[config.mk]
export PLATFORM = sky130hd
export DESIGN_NAME = fifo_wr
export DESIGN_NICKNAME = d
export VERILOG_FILES = /design/src/rtl/fifo_pkg.sv /design/src/rtl/sync_2ff.sv /design/src/rtl/fifo_wr.sv
export SDC_FILE = /design/constraint.sdc
export NUM_CORES = 1
export LEC_CHECK = 0
export ABC_AREA = 1
export CAP_MARGIN = 25
export CORE_ASPECT_RATIO = 0.5
export CORE_UTILIZATION = 51
export DETAILED_ROUTE_END_ITERATION = 8
export PLACE_DENSITY_LB_ADDON = 0.3
export SYNTH_ARGS = -nofsm -noshare
export SYNTH_HDL_FRONTEND = slang
export SYNTH_SLANG_ARGS = --single-unit
[constraint.sdc]
create_clock -name wr_clk -period 1.7 [get_ports wr_clk]
set_input_delay 0.17 -clock wr_clk [delete_from_list [all_inputs] [get_ports wr_clk]]
set_output_delay 0.17 -clock wr_clk [all_outputs]
set_load 0.005 [all_outputs]
[src/rtl/fifo_pkg.sv]
// Shared definitions for the ip_fifo write-side traffic generator and the
// read controller that sits on the other side of the FIFO.
package fifo_pkg;

  localparam logic [1:0] ST_IDLE  = 2'd0;
  localparam logic [1:0] ST_WRITE = 2'd1;
  localparam logic [1:0] ST_HOLD  = 2'd2;

  typedef enum logic [1:0] {
    IDLE  = ST_IDLE,
    WRITE = ST_WRITE,
    HOLD  = ST_HOLD
  } wr_state_t;

  localparam int DATA_W_DEF = 8;

  // Also the read controller's FIFO_CNT_MAX, so both sides agree on burst size.
  localparam logic [7:0] BURST_MAX_DEF = 8'd255;

endpackage

[src/rtl/sync_2ff.sv]
// Generic two-flop synchroniser with a synchronous clear that empties both
// stages, so no stale level survives a clear.
module sync_2ff (
  input  logic clk,
  input  logic rst_n,
  input  logic clr,
  input  logic din,
  output logic dout
);

  logic d0;
  logic d1;

  // Two-stage resynchronisation; clear forces both stages low.
  always_ff @(posedge clk) begin
    if (!rst_n) begin
      d0 <= 1'b0;
      d1 <= 1'b0;
    end else begin
      d0 <= din & ~clr;
      d1 <= d0 & ~clr;
    end
  end

  assign dout = d1;

endmodule

[src/rtl/fifo_wr.sv]
// Write-side traffic generator: once the FIFO has drained (almost_empty seen
// in the write domain) it writes a burst of incrementing words, stopping on
// almost_full, full or the burst-length limit, then waits for almost_empty to
// drop before it can be triggered again.
module fifo_wr
  import fifo_pkg::*;
#(
  parameter int               DATA_W     = DATA_W_DEF,
  parameter logic [DATA_W-1:0] DATA_START = '0,
  parameter logic [DATA_W-1:0] DATA_STEP  = DATA_W'(1),
  parameter logic [7:0]        BURST_MAX  = BURST_MAX_DEF
) (
  input  logic              wr_clk,
  input  logic              sys_rst_n,
  input  logic              wr_rst_busy,
  input  logic              almost_empty,
  input  logic              almost_full,
  input  logic              full,
  output logic              fifo_wr_en,
  output logic [DATA_W-1:0] fifo_wr_data,
  output logic              burst_done,
  output logic [7:0]        burst_cnt
);

  wr_state_t  state;
  logic [7:0] beat_cnt;
  logic       ae_sync;
  logic       accepted;
  logic       limit_hit;

  sync_2ff u_ae_sync (
    .clk   (wr_clk),
    .rst_n (sys_rst_n),
    .clr   (wr_rst_busy),
    .din   (almost_empty),
    .dout  (ae_sync)
  );

  // A write only counts when the FIFO actually takes it.
  assign accepted  = fifo_wr_en & ~full;
  assign limit_hit = accepted && ((beat_cnt + 8'd1) == BURST_MAX);

  // Burst FSM; every output is registered from the state being entered.
  always_ff @(posedge wr_clk) begin
    if (!sys_rst_n) begin
      state        <= IDLE;
      fifo_wr_en   <= 1'b0;
      fifo_wr_data <= DATA_START;
      burst_done   <= 1'b0;
      burst_cnt    <= 8'd0;
      beat_cnt     <= 8'd0;
    end else if (wr_rst_busy) begin
      state      <= IDLE;
      fifo_wr_en <= 1'b0;
      burst_done <= 1'b0;
      beat_cnt   <= 8'd0;
    end else begin
      burst_done <= 1'b0;
      if (accepted) begin
        fifo_wr_data <= fifo_wr_data + DATA_STEP;
        beat_cnt     <= beat_cnt + 8'd1;
      end
      case (state)
        IDLE: begin
          fifo_wr_en <= 1'b0;
          beat_cnt   <= 8'd0;
          if (ae_sync && !full) begin
            state      <= WRITE;
            fifo_wr_en <= 1'b1;
          end
        end
        WRITE: begin
          if (almost_full || full || limit_hit) begin
            state      <= HOLD;
            fifo_wr_en <= 1'b0;
            burst_done <= 1'b1;
            burst_cnt  <= burst_cnt + 8'd1;
          end else begin
            fifo_wr_en <= 1'b1;
          end
        end
        HOLD: begin
          fifo_wr_en <= 1'b0;
          if (!ae_sync) begin
            state <= IDLE;
          end
        end
        default: begin
          state      <= IDLE;
          fifo_wr_en <= 1'b0;
        end
      endcase
    end
  end

endmodule

======== Yosys cells after proc, flatten, opt, wreduce, memory -nomap -nowiden ========
Cells that the tools add are included.
storage, ports and cells
  register bits after elaboration ......... 30
  latch bits .............................. 0
  memory bits (writable) .................. 0
  memory bits (read-only) ................. 0
  output and inout bits ................... 18
  memories kept ........................... 0
cells by class
  $add $sub $neg .......................... 3
  multiply operators ...................... 0
  div/mod/pow operators ................... 0
  order comparisons ....................... 0
  equality and inequality tests ........... 6
  shift-type cells ........................ 0
  multiplexer cells ....................... 8
  bitwise operators ....................... 7
  reduce and logical (&&, ||, !) cells .... 12
operators by type and width
  operator                                                               number
  8-bit by 1-bit adder with 8-bit output, second input constant          3
  8-bit equality test, second input constant                             1
  2-bit two-way mux                                                      3
  2-bit != test, second input constant                                   3
  2-bit case mux with 3 select lines                                     1
  3-bit AND reduction                                                    2
  3-bit OR reduction                                                     2
  1-bit NOT                                                              4
  1-bit bitwise AND                                                      3
  1-bit two-way mux                                                      3
  2-bit by 1-bit equality test with 1-bit output, second input constant  1
  2-bit equality test, second input constant                             1
  1-bit logical AND                                                      2
  2-bit logical NOT                                                      1
  1-bit logical OR                                                       2
  1-bit case mux with 2 select lines                                     1
  2-bit AND reduction                                                    1
  2-bit OR reduction                                                     1
  1-bit logical NOT                                                      1

======== Longest topological paths before layout ========
Gate-level depths: netlist (run 1).
  word-level depth ........................ 6
  mapped depth ............................ 12
  mapped depth without buffers ............ 12

======== By module ========
A second synthesis (run 1) with hierarchy kept.
second synthesis, totals
  cells, all modules ...................... 195
  area, all modules ....................... 1447.6 um^2
by module, submodules not included
  module    instances  cells an instance  area each (um^2)  sequential area each (um^2)
  fifo_wr   1          187                1385.1            560.5
  sync_2ff  1          8                  62.6              40.0

======== Least setup slack after synthesis (run 1) ========
OpenSTA, ideal clock, no wires.
  path kind ............................... register -> register
  start ................................... reg beat_cnt[1]
  end ..................................... reg fifo_wr_en
  library setup time ...................... 0.115 ns
  arrival time ............................ 1.414 ns
  path slack .............................. 0.171 ns
  stages on the path, launching flop included .. 11
  path buffers ............................ 1
  clock period less this slack ............ 1.529 ns
  cells stage by stage .................... dfxtp_1 -> ha_1 -> nand3_1 -> o21bai_1 -> nand2_1 -> nor2_1 -> nand3_1 -> nand2_1 -> buf_6 -> nor2_1 -> o21a_1
between the ends
  cells in the longest elaborated chain, start to end .. 6
ends and longest elaborated chain
  item                                    RTL line       RTL
  from (decl)                             fifo_wr.sv:26  logic [7:0] beat_cnt;
  from (signal assigned)                  fifo_wr.sv:61  beat_cnt <= beat_cnt + 8'd1;
  8-bit by 1-bit adder with 8-bit output  fifo_wr.sv:41  assign limit_hit = accepted && ((beat_cnt + 8'd1) == BURST_MAX);
  8-bit equality test                     fifo_wr.sv:41
  1-bit logical AND                       fifo_wr.sv:41
  1-bit logical OR                        fifo_wr.sv:73  if (almost_full || full || limit_hit) begin
  1-bit two-way mux                       fifo_wr.sv:73
  1-bit case mux with 2 select lines      fifo_wr.sv:63  case (state)
  to (signal assigned)                    fifo_wr.sv:47  fifo_wr_en <= 1'b0;
  to (signal assigned)                    fifo_wr.sv:65  fifo_wr_en <= 1'b0;
  to (signal assigned)                    fifo_wr.sv:75  fifo_wr_en <= 1'b0;
  to (decl)                               fifo_wr.sv:19  output logic fifo_wr_en,
Every way passes these cells.
A chain may end at the register's enable or synchronous reset.

======== Worst setup path in the final report (run 1) ========
  start ................................... reg beat_cnt[0]
  end ..................................... reg burst_cnt[0]
between the ends
  cells in the longest elaborated chain, start to end .. 5
ends and longest elaborated chain
  item                                    RTL line       RTL
  8-bit by 1-bit adder with 8-bit output  fifo_wr.sv:41
  8-bit equality test                     fifo_wr.sv:41
  1-bit logical AND                       fifo_wr.sv:41
  1-bit logical OR                        fifo_wr.sv:73
  3-bit AND reduction (no source line)    --
  to (signal assigned)                    fifo_wr.sv:77  burst_cnt <= burst_cnt + 8'd1;
  to (decl)                               fifo_wr.sv:22  output logic [7:0] burst_cnt
Every way passes these cells.

==> impl_metrics.json, run 1 <==
{
  "outcome": "complete, no violations",
  "dp_cells": 266,
  "swShare": 0.224,
  "wl_per_cell_um": 13.4,
  "die_w_um": 76.6,
  "postSynthCellCount": 195,
  "final_cell_count_no_fill": 275,
  "power_mw": 1.35,
  "hold_end": "u_ae_sync.dout$_SDFF_PN0_",
  "p_sw_uw": 304,
  "cap_violations": 0,
  "grt_overflow": 0,
  "drtAntennaViolNets": 0,
  "initialDrtViolationCount": 51,
  "diodes": 0,
  "cp_max_fo": 8,
  "cts-buffers-inserted": 5,
  "cp-start-kind": "register",
  "clock-root-buffer": "clkbuf_8",
  "hold_start": "u_ae_sync.d0$_SDFF_PN0_",
  "antenna_found_initial": 0,
  "worst_slew_pin_slew_ns": 0.309,
  "finalSetupTns_ns": 0,
  "place_hpwl_mm": 2.30,
  "grt_first_pass_wirelength_mm": 5.33,
  "tritoncts": "built",
  "drv_slew": 0,
  "avgSynthCellArea_um2": 7.28,
  "r2r-start": "beat_cnt[0]$_SDFFE_PP0P_",
  "place.gp.congestion": 0.761,
  "power_frac_comb": 0.038,
  "clkTransAtPathRegs_ns": 0.07,
  "min_path_type": "register to register",
  "core_area_um2": 2620,
  "internal-power_mw": 1.05,
  "ys_seq_area_frac": 0.423,
  "seqPwrFrac": 0.518,
  "htreeDepth": 2,
  "skew_ns": 0.00622,
  "finish.instance_area_um2": 1980,
  "synth_area_um2": 1420,
  "required_ns": 1.92,
  "worstSetupEndpointType": "register",
  "ys_warn_count": 0,
  "rsz0062_at_grt": "yes",
  "start_util": 0.542,
  "ff2ff_path_depth": 10,
  "p_leak_nw": 0.704,
  "ir_drop_uv": 482,
  "ys_ff_latch": 30,
  "rows": 13,
  "drc": 0,
  "postRouteWirelength_mm": 3.70,
  "arrival_ns": 1.92,
  "critical_path_class": "register to register",
  "dpl-instance-area_um2": 1780,
  "grt_usage": 0.240,
  "io-pin-count": 24,
  "area_growth_pct": 39.6,
  "die_h_um": 39.3,
  "vias": 1437,
  "synthesis.nets": 205,
  "power_density_nw_per_um2": 684,
  "drive_gt1_frac": 0.202,
  "grt_pass1_vias": 1270,
  "die-area_um2": 3010,
  "most-common-layout-cells": "nand2_1, dfxtp_1, nor2_1, clkdlybuf4s50_1, inv_1",
  "drt_pass1_iterations": 4,
  "finalCritPeriodShare": 0.999,
  "synth_cell_types": 26,
  "rr_endpoint": "burst_cnt[0]$_SDFFE_PN0P_",
  "cts_buffer_depth": 2,
  "reg2reg_slack_ns": 0.002,
  "clk_latency_ns": 0.28,
  "via_per_inst": 5.23,
  "port_buffers": 23,
  "relSlewSlack": 0.793,
  "final_common_cell": "nand2_1",
  "cts_sinks": 30,
  "pwr-share-clk": 0.443,
  "max_freq_ghz": 0.589,
  "finalHoldViolCount": 0,
  "fin_crit_ns": 1.70,
  "layout.nets": 247,
  "timing.hold.ws_ns": 0.424,
  "worstHoldPathCells": 2,
  "setup_violations": 0,
  "grt_max_degree": 18
}
[area by class of cell]
cell class                 instances  area [µm²]
inverter                          22        85.1
fill                             201         638
clock inverter                     1        5.00
sequential                        30         608
clock buffer                       7        86.3
multi-input combinational        140         800
timing repair buffer              38         350
tap                               37        46.3
[flip-flops by register name, indices dropped and copies added (netlist names)]
| name | flops |
|---|---|
| state | 2 |
| burst_done | 1 |
| burst_cnt | 8 |
| u_ae_sync.dout | 1 |
| beat_cnt | 8 |
| fifo_wr_data | 8 |
| u_ae_sync.d0 | 1 |
| fifo_wr_en | 1 |
[power groups by stage]
| stage | clock network (mW) | registers (mW) | logic, mW |
|---|---|---|---|
| 2_1_floorplan | 0 | 0.721 | 0.0190 |
| 3_5_place_dp | 0 | 0.721 | 0.0448 |
| 3_3_place_gp | 0 | 0.721 | 0.0432 |
| 5_1_grt | 0.635 | 0.702 | 0.0546 |
| 6_report | 0.601 | 0.702 | 0.0520 |
| 4_1_cts | 0.602 | 0.705 | 0.0477 |
[synthesized netlist by cell type (all sizes together)]
| cell type | instances | area share |
|---|---|---|
| a211oi | 2 | 0.011 |
| a21oi | 18 | 0.063 |
| a221oi | 1 | 0.0062 |
| a31oi | 2 | 0.0088 |
| buf | 2 | 0.011 |
| clkbuf | 1 | 0.0026 |
| dfxtp | 30 | 0.42 |
| ha | 4 | 0.035 |
| inv | 22 | 0.058 |
| nand2 | 36 | 0.095 |
| nand3 | 18 | 0.063 |
| nor2 | 31 | 0.086 |
| nor3 | 5 | 0.018 |
| nor3b | 2 | 0.014 |
| o211ai | 1 | 0.0053 |
| o21a | 2 | 0.011 |
| o21ai | 7 | 0.025 |
| o21bai | 1 | 0.0053 |
| or2 | 2 | 0.0088 |
| xnor2 | 1 | 0.0062 |
| xor2 | 7 | 0.043 |
[worst max-delay path by stage]
stage               cells after the start                startpoint  slack (ns)                        end
finish                                 10  beat_cnt[0]$_SDFFE_PP0P_       0.002  burst_cnt[0]$_SDFFE_PN0P_
global route                           12  beat_cnt[0]$_SDFFE_PP0P_       -0.13  burst_cnt[0]$_SDFFE_PN0P_
CTS                                    10  beat_cnt[0]$_SDFFE_PP0P_       0.009  burst_cnt[3]$_SDFFE_PN0P_
detailed placement                      9                      full       -0.14  burst_cnt[3]$_SDFFE_PN0P_
global placement                        9                      full       -0.05  burst_cnt[4]$_SDFFE_PN0P_
floorplan                              10  beat_cnt[1]$_SDFFE_PP0P_        0.17      fifo_wr_en$_SDFF_PP0_
[routing by layer]
layer / track usage / vias up / wire [µm]
met5: 0 / - / 0
met2: 0.455 / 33 / 1870
met3: 0.0721 / 11 / 132
li1: - / 715 / -
met4: 0.125 / 0 / 78
met1: 0.259 / 678 / 1620
[cells by family after synthesis]
family / share of synthesized area
AO/OA/AOI/OAI: 0.135
XOR/XNOR: 0.0494
adder cells (fa/ha/maj): 0.0353
buffers and inverters: 0.0723
flip-flops: 0.423
AND/OR/NAND/NOR: 0.285
[worst max-delay path, cell delays in order, from the launching register on]
cell      delay (ns)
dfxtp_4         0.39
ha_4            0.15
nand3_1         0.12
o21bai_1        0.15
nand2_1         0.08
nor2_1          0.10
nand3_1         0.09
nand2_2         0.15
buf_6           0.17
nand3_1         0.11
a21oi_2         0.13
[repair_timing]
action / in CTS / in global routing
endpoints found under the setup margin: 8 / 13
pin swaps: 0 / 15
resized for setup: 4 / 24
hold buffers: 0 / 0
setup buffers: 0 / 1
[metrics by stage]
step | utilization | setup slack [ns]
after floorplan | - | 0.171
after global placement | 0.680 | -0.0550
after detailed placement | 0.680 | -0.140
after CTS | 0.719 | 0.00935
after global routing | 0.756 | -0.131
final | 0.756 | 0.00197
(Power assumes the default switching activity.)
==> run 2: changes to the inputs <==
Settings changed: CORE_UTILIZATION 51 to 52, SYNTH_HIERARCHICAL set to 1.
==> impl_metrics.json, run 2 <==
{
  "core_area_um2": 2620,
  "initialDrtViolationCount": 53,
  "most-common-layout-cells": "dfxtp_1, nand2_1, inv_1, clkdlybuf4s50_1",
  "die_h_um": 39.3,
  "synth_simple_gate_area_share": 0.302,
  "yosysTopAreaCellShare": 0.415,
  "cap_violations": 0,
  "start_util": 0.553,
  "synth_area_um2": 1450,
  "synth_cell_types": 25,
  "synthMostInstantiatedCell": "nand2_1",
  "async_flop_share": 0,
  "grt_max_degree": 15,
  "fin_crit_ns": 1.64,
  "rsz0062_at_grt": "yes",
  "grt_overflow": 0,
  "synth-edff-count": 0,
  "area_growth_pct": 39.2,
  "cts_buffer_depth": 2,
  "die-area_um2": 3010,
  "synth_top_family_by_area": "simple AND/OR/NAND/NOR gates",
  "synthTopCellsByArea": "dfxtp_1, nand2_1, inv_1",
  "reg_top3": "beat_cnt: 8 flops, burst_cnt: 8 flops, fifo_wr_data: 8 flops",
  "cp_max_fo": 6,
  "synth_mux_area_frac": 0,
  "finalHoldViolCount": 0,
  "wl_per_cell_um": 12.2,
  "avgSynthCellArea_um2": 7.42,
  "drive_gt1_frac": 0.231,
  "clk_latency_ns": 0.29,
  "synth_adder_area_share": 0.0346,
  "final_common_cell": "dfxtp_1",
  "relSlewSlack": 0.755,
  "crit_path_max_incr_delay_ns": 0.38,
  "grt_pass1_vias": 1124,
  "synth_top_area_cell": "dfxtp_1",
  "path_common_cell": "nand3_2",
  "tritoncts": "built",
  "finish.instance_area_um2": 2020,
  "setup_violations": 0,
  "synth_xor_area_frac": 0.0484,
  "finalCritPeriodShare": 0.965,
  "layout.nets": 247,
  "critPathSlowestCell": "dfxtp_4",
  "io-pin-count": 24,
  "outcome": "complete, no violations",
  "ys_ff_latch": 30,
  "drt_pass1_iterations": 4,
  "worstSetupEndpointType": "register",
  "pre_cts_slack_ns": -0.0450,
  "cp-start-kind": "register",
  "timing.final.ws_setup_ns": 0.0592,
  "skew_ns": 0.00821,
  "drtAntennaViolNets": 0,
  "ir_drop_uv": 508,
  "postSynthCellCount": 195,
  "synth_compound_area_frac": 0.127,
  "clock-root-buffer": "clkbuf_8",
  "crit_path_cell_trace": "ha_4 > nand3_2 > o21bai_1 > nand2_1 > nor2_2 > nand3_2 > nand2_4 > nor2_4 > o21a_1",
  "diodes": 0,
  "dpl-instance-area_um2": 1800,
  "vias": 1409,
  "rows": 13,
  "ff_latch_area_um2": 606,
  "port_buffers": 23,
  "htreeDepth": 2,
  "cts_sinks": 30,
  "grt_usage": 0.226,
  "antenna_found_initial": 0,
  "drv_slew": 0,
  "die_w_um": 76.6,
  "worst_slew_pin_slew_ns": 0.366,
  "synth_common_cells": "nand2_1, dfxtp_1, inv_1",
  "drc": 0,
  "max_freq_ghz": 0.609,
  "synthesis.nets": 205,
  "fill_cells": 186,
  "via_per_inst": 5.12,
  "ys_seq_area_frac": 0.415,
  "critical_path_class": "register to register",
  "arrival_ns": 1.83,
  "cts-buffers-inserted": 5,
  "grt_first_pass_wirelength_mm": 4.88,
  "multi_input_area_um2": 845,
  "min_path_type": "input pin to register",
  "place_hpwl_mm": 2.09,
  "power_density_nw_per_um2": 678,
  "ys.flop_type": "dfxtp_1",
  "p_leak_nw": 0.709,
  "required_ns": 1.88,
  "ys_warn_count": 6,
  "postRouteWirelength_mm": 3.35,
  "place.gp.congestion": 0.794,
  "finalSetupTns_ns": 0,
  "clkTransAtPathRegs_ns": 0.07
}
run 2: changes by cell type in the layout (fill, tap and decap cells not counted), sizes merged, moves of 2 or more:
cell and change:
o21ai +2, inv +4, buf -3, nand2 +2, nand3 +2, or2 -2
nor2 -4
run 2: final timing paths:
path	slack (ns)	cells past startpoint	end	from
worst max register to register	0.06	9	state[0]$_SDFFE_PP0P_	beat_cnt[0]$_SDFFE_PP0P_
worst min-delay path	0.42	3	u_ae_sync/d0$_SDFF_PN0_	almost_empty
worst min register to register	0.42	2	u_ae_sync/dout$_SDFF_PN0_	u_ae_sync/d0$_SDFF_PN0_
worst max-delay path	0.06	9	state[0]$_SDFFE_PP0P_	beat_cnt[0]$_SDFFE_PP0P_
run 2: power by group:
group	internal, mW	switching (mW)
clock	0.325	0.283
sequential	0.703	0.000764
combinational	0.0252	0.0302
run 2: final cells by class:
cell class,count,share of cell area
Inverter,26,0.0497
Tap cell,37,0.0230
Timing Repair Buffer,35,0.161
Multi-Input combinational cell,139,0.419
Clock inverter,2,0.00621
Clock buffer,6,0.0410
Sequential cell,30,0.300
run 2: repair_timing:
action	CTS	global route
endpoints found under the hold margin	0	0
buffers inserted	0	1
setup endpoints to repair	0	12
hold buffers	0	0
gates resized for setup	0	27
run 2: worst max-delay path, delay by kind of cell (launching register included):
family | cells | cell delay, ns
DFF | 1 | 0.38
and+or+nand+nor | 6 | 0.69
AOI/OAI and AO/OA | 2 | 0.32
adders and majority gates | 1 | 0.15
run 2: logic make-up (layout without fill, tap and decap cells):
| group | count (synthesis) | count (layout) |
|---|---|---|
| simple gates | 91 | 93 |
| compound gates | 34 | 34 |
| flops | 30 | 30 |
| buf+inv | 28 | 69 |
| xor+xnor | 8 | 8 |
| fa+ha+maj | 4 | 4 |
run 2: metrics by stage:
| step | hold slack [ns] | utilization | power, mW | instances |
|---|---|---|---|---|
| after global placement | 0.395 | 0.687 | 0.771 | 264 |
| final | 0.417 | 0.770 | 1.37 | 275 |
| after CTS | 0.410 | 0.723 | 1.38 | 272 |
| after floorplan | 0.282 | - | 0.740 | 195 |
| after detailed placement | 0.401 | 0.687 | 0.771 | 264 |
| after global routing | 0.433 | 0.770 | 1.42 | 275 |
run 2: metal layers:
metal | up-vias | share of wire | track usage
li1 | 718 | - | -
met1 | 654 | 0.44 | 0.241
met2 | 29 | 0.49 | 0.412
met3 | 8 | 0.057 | 0.0977
met4 | 0 | 0.017 | 0.0962
met5 | - | 0 | 0
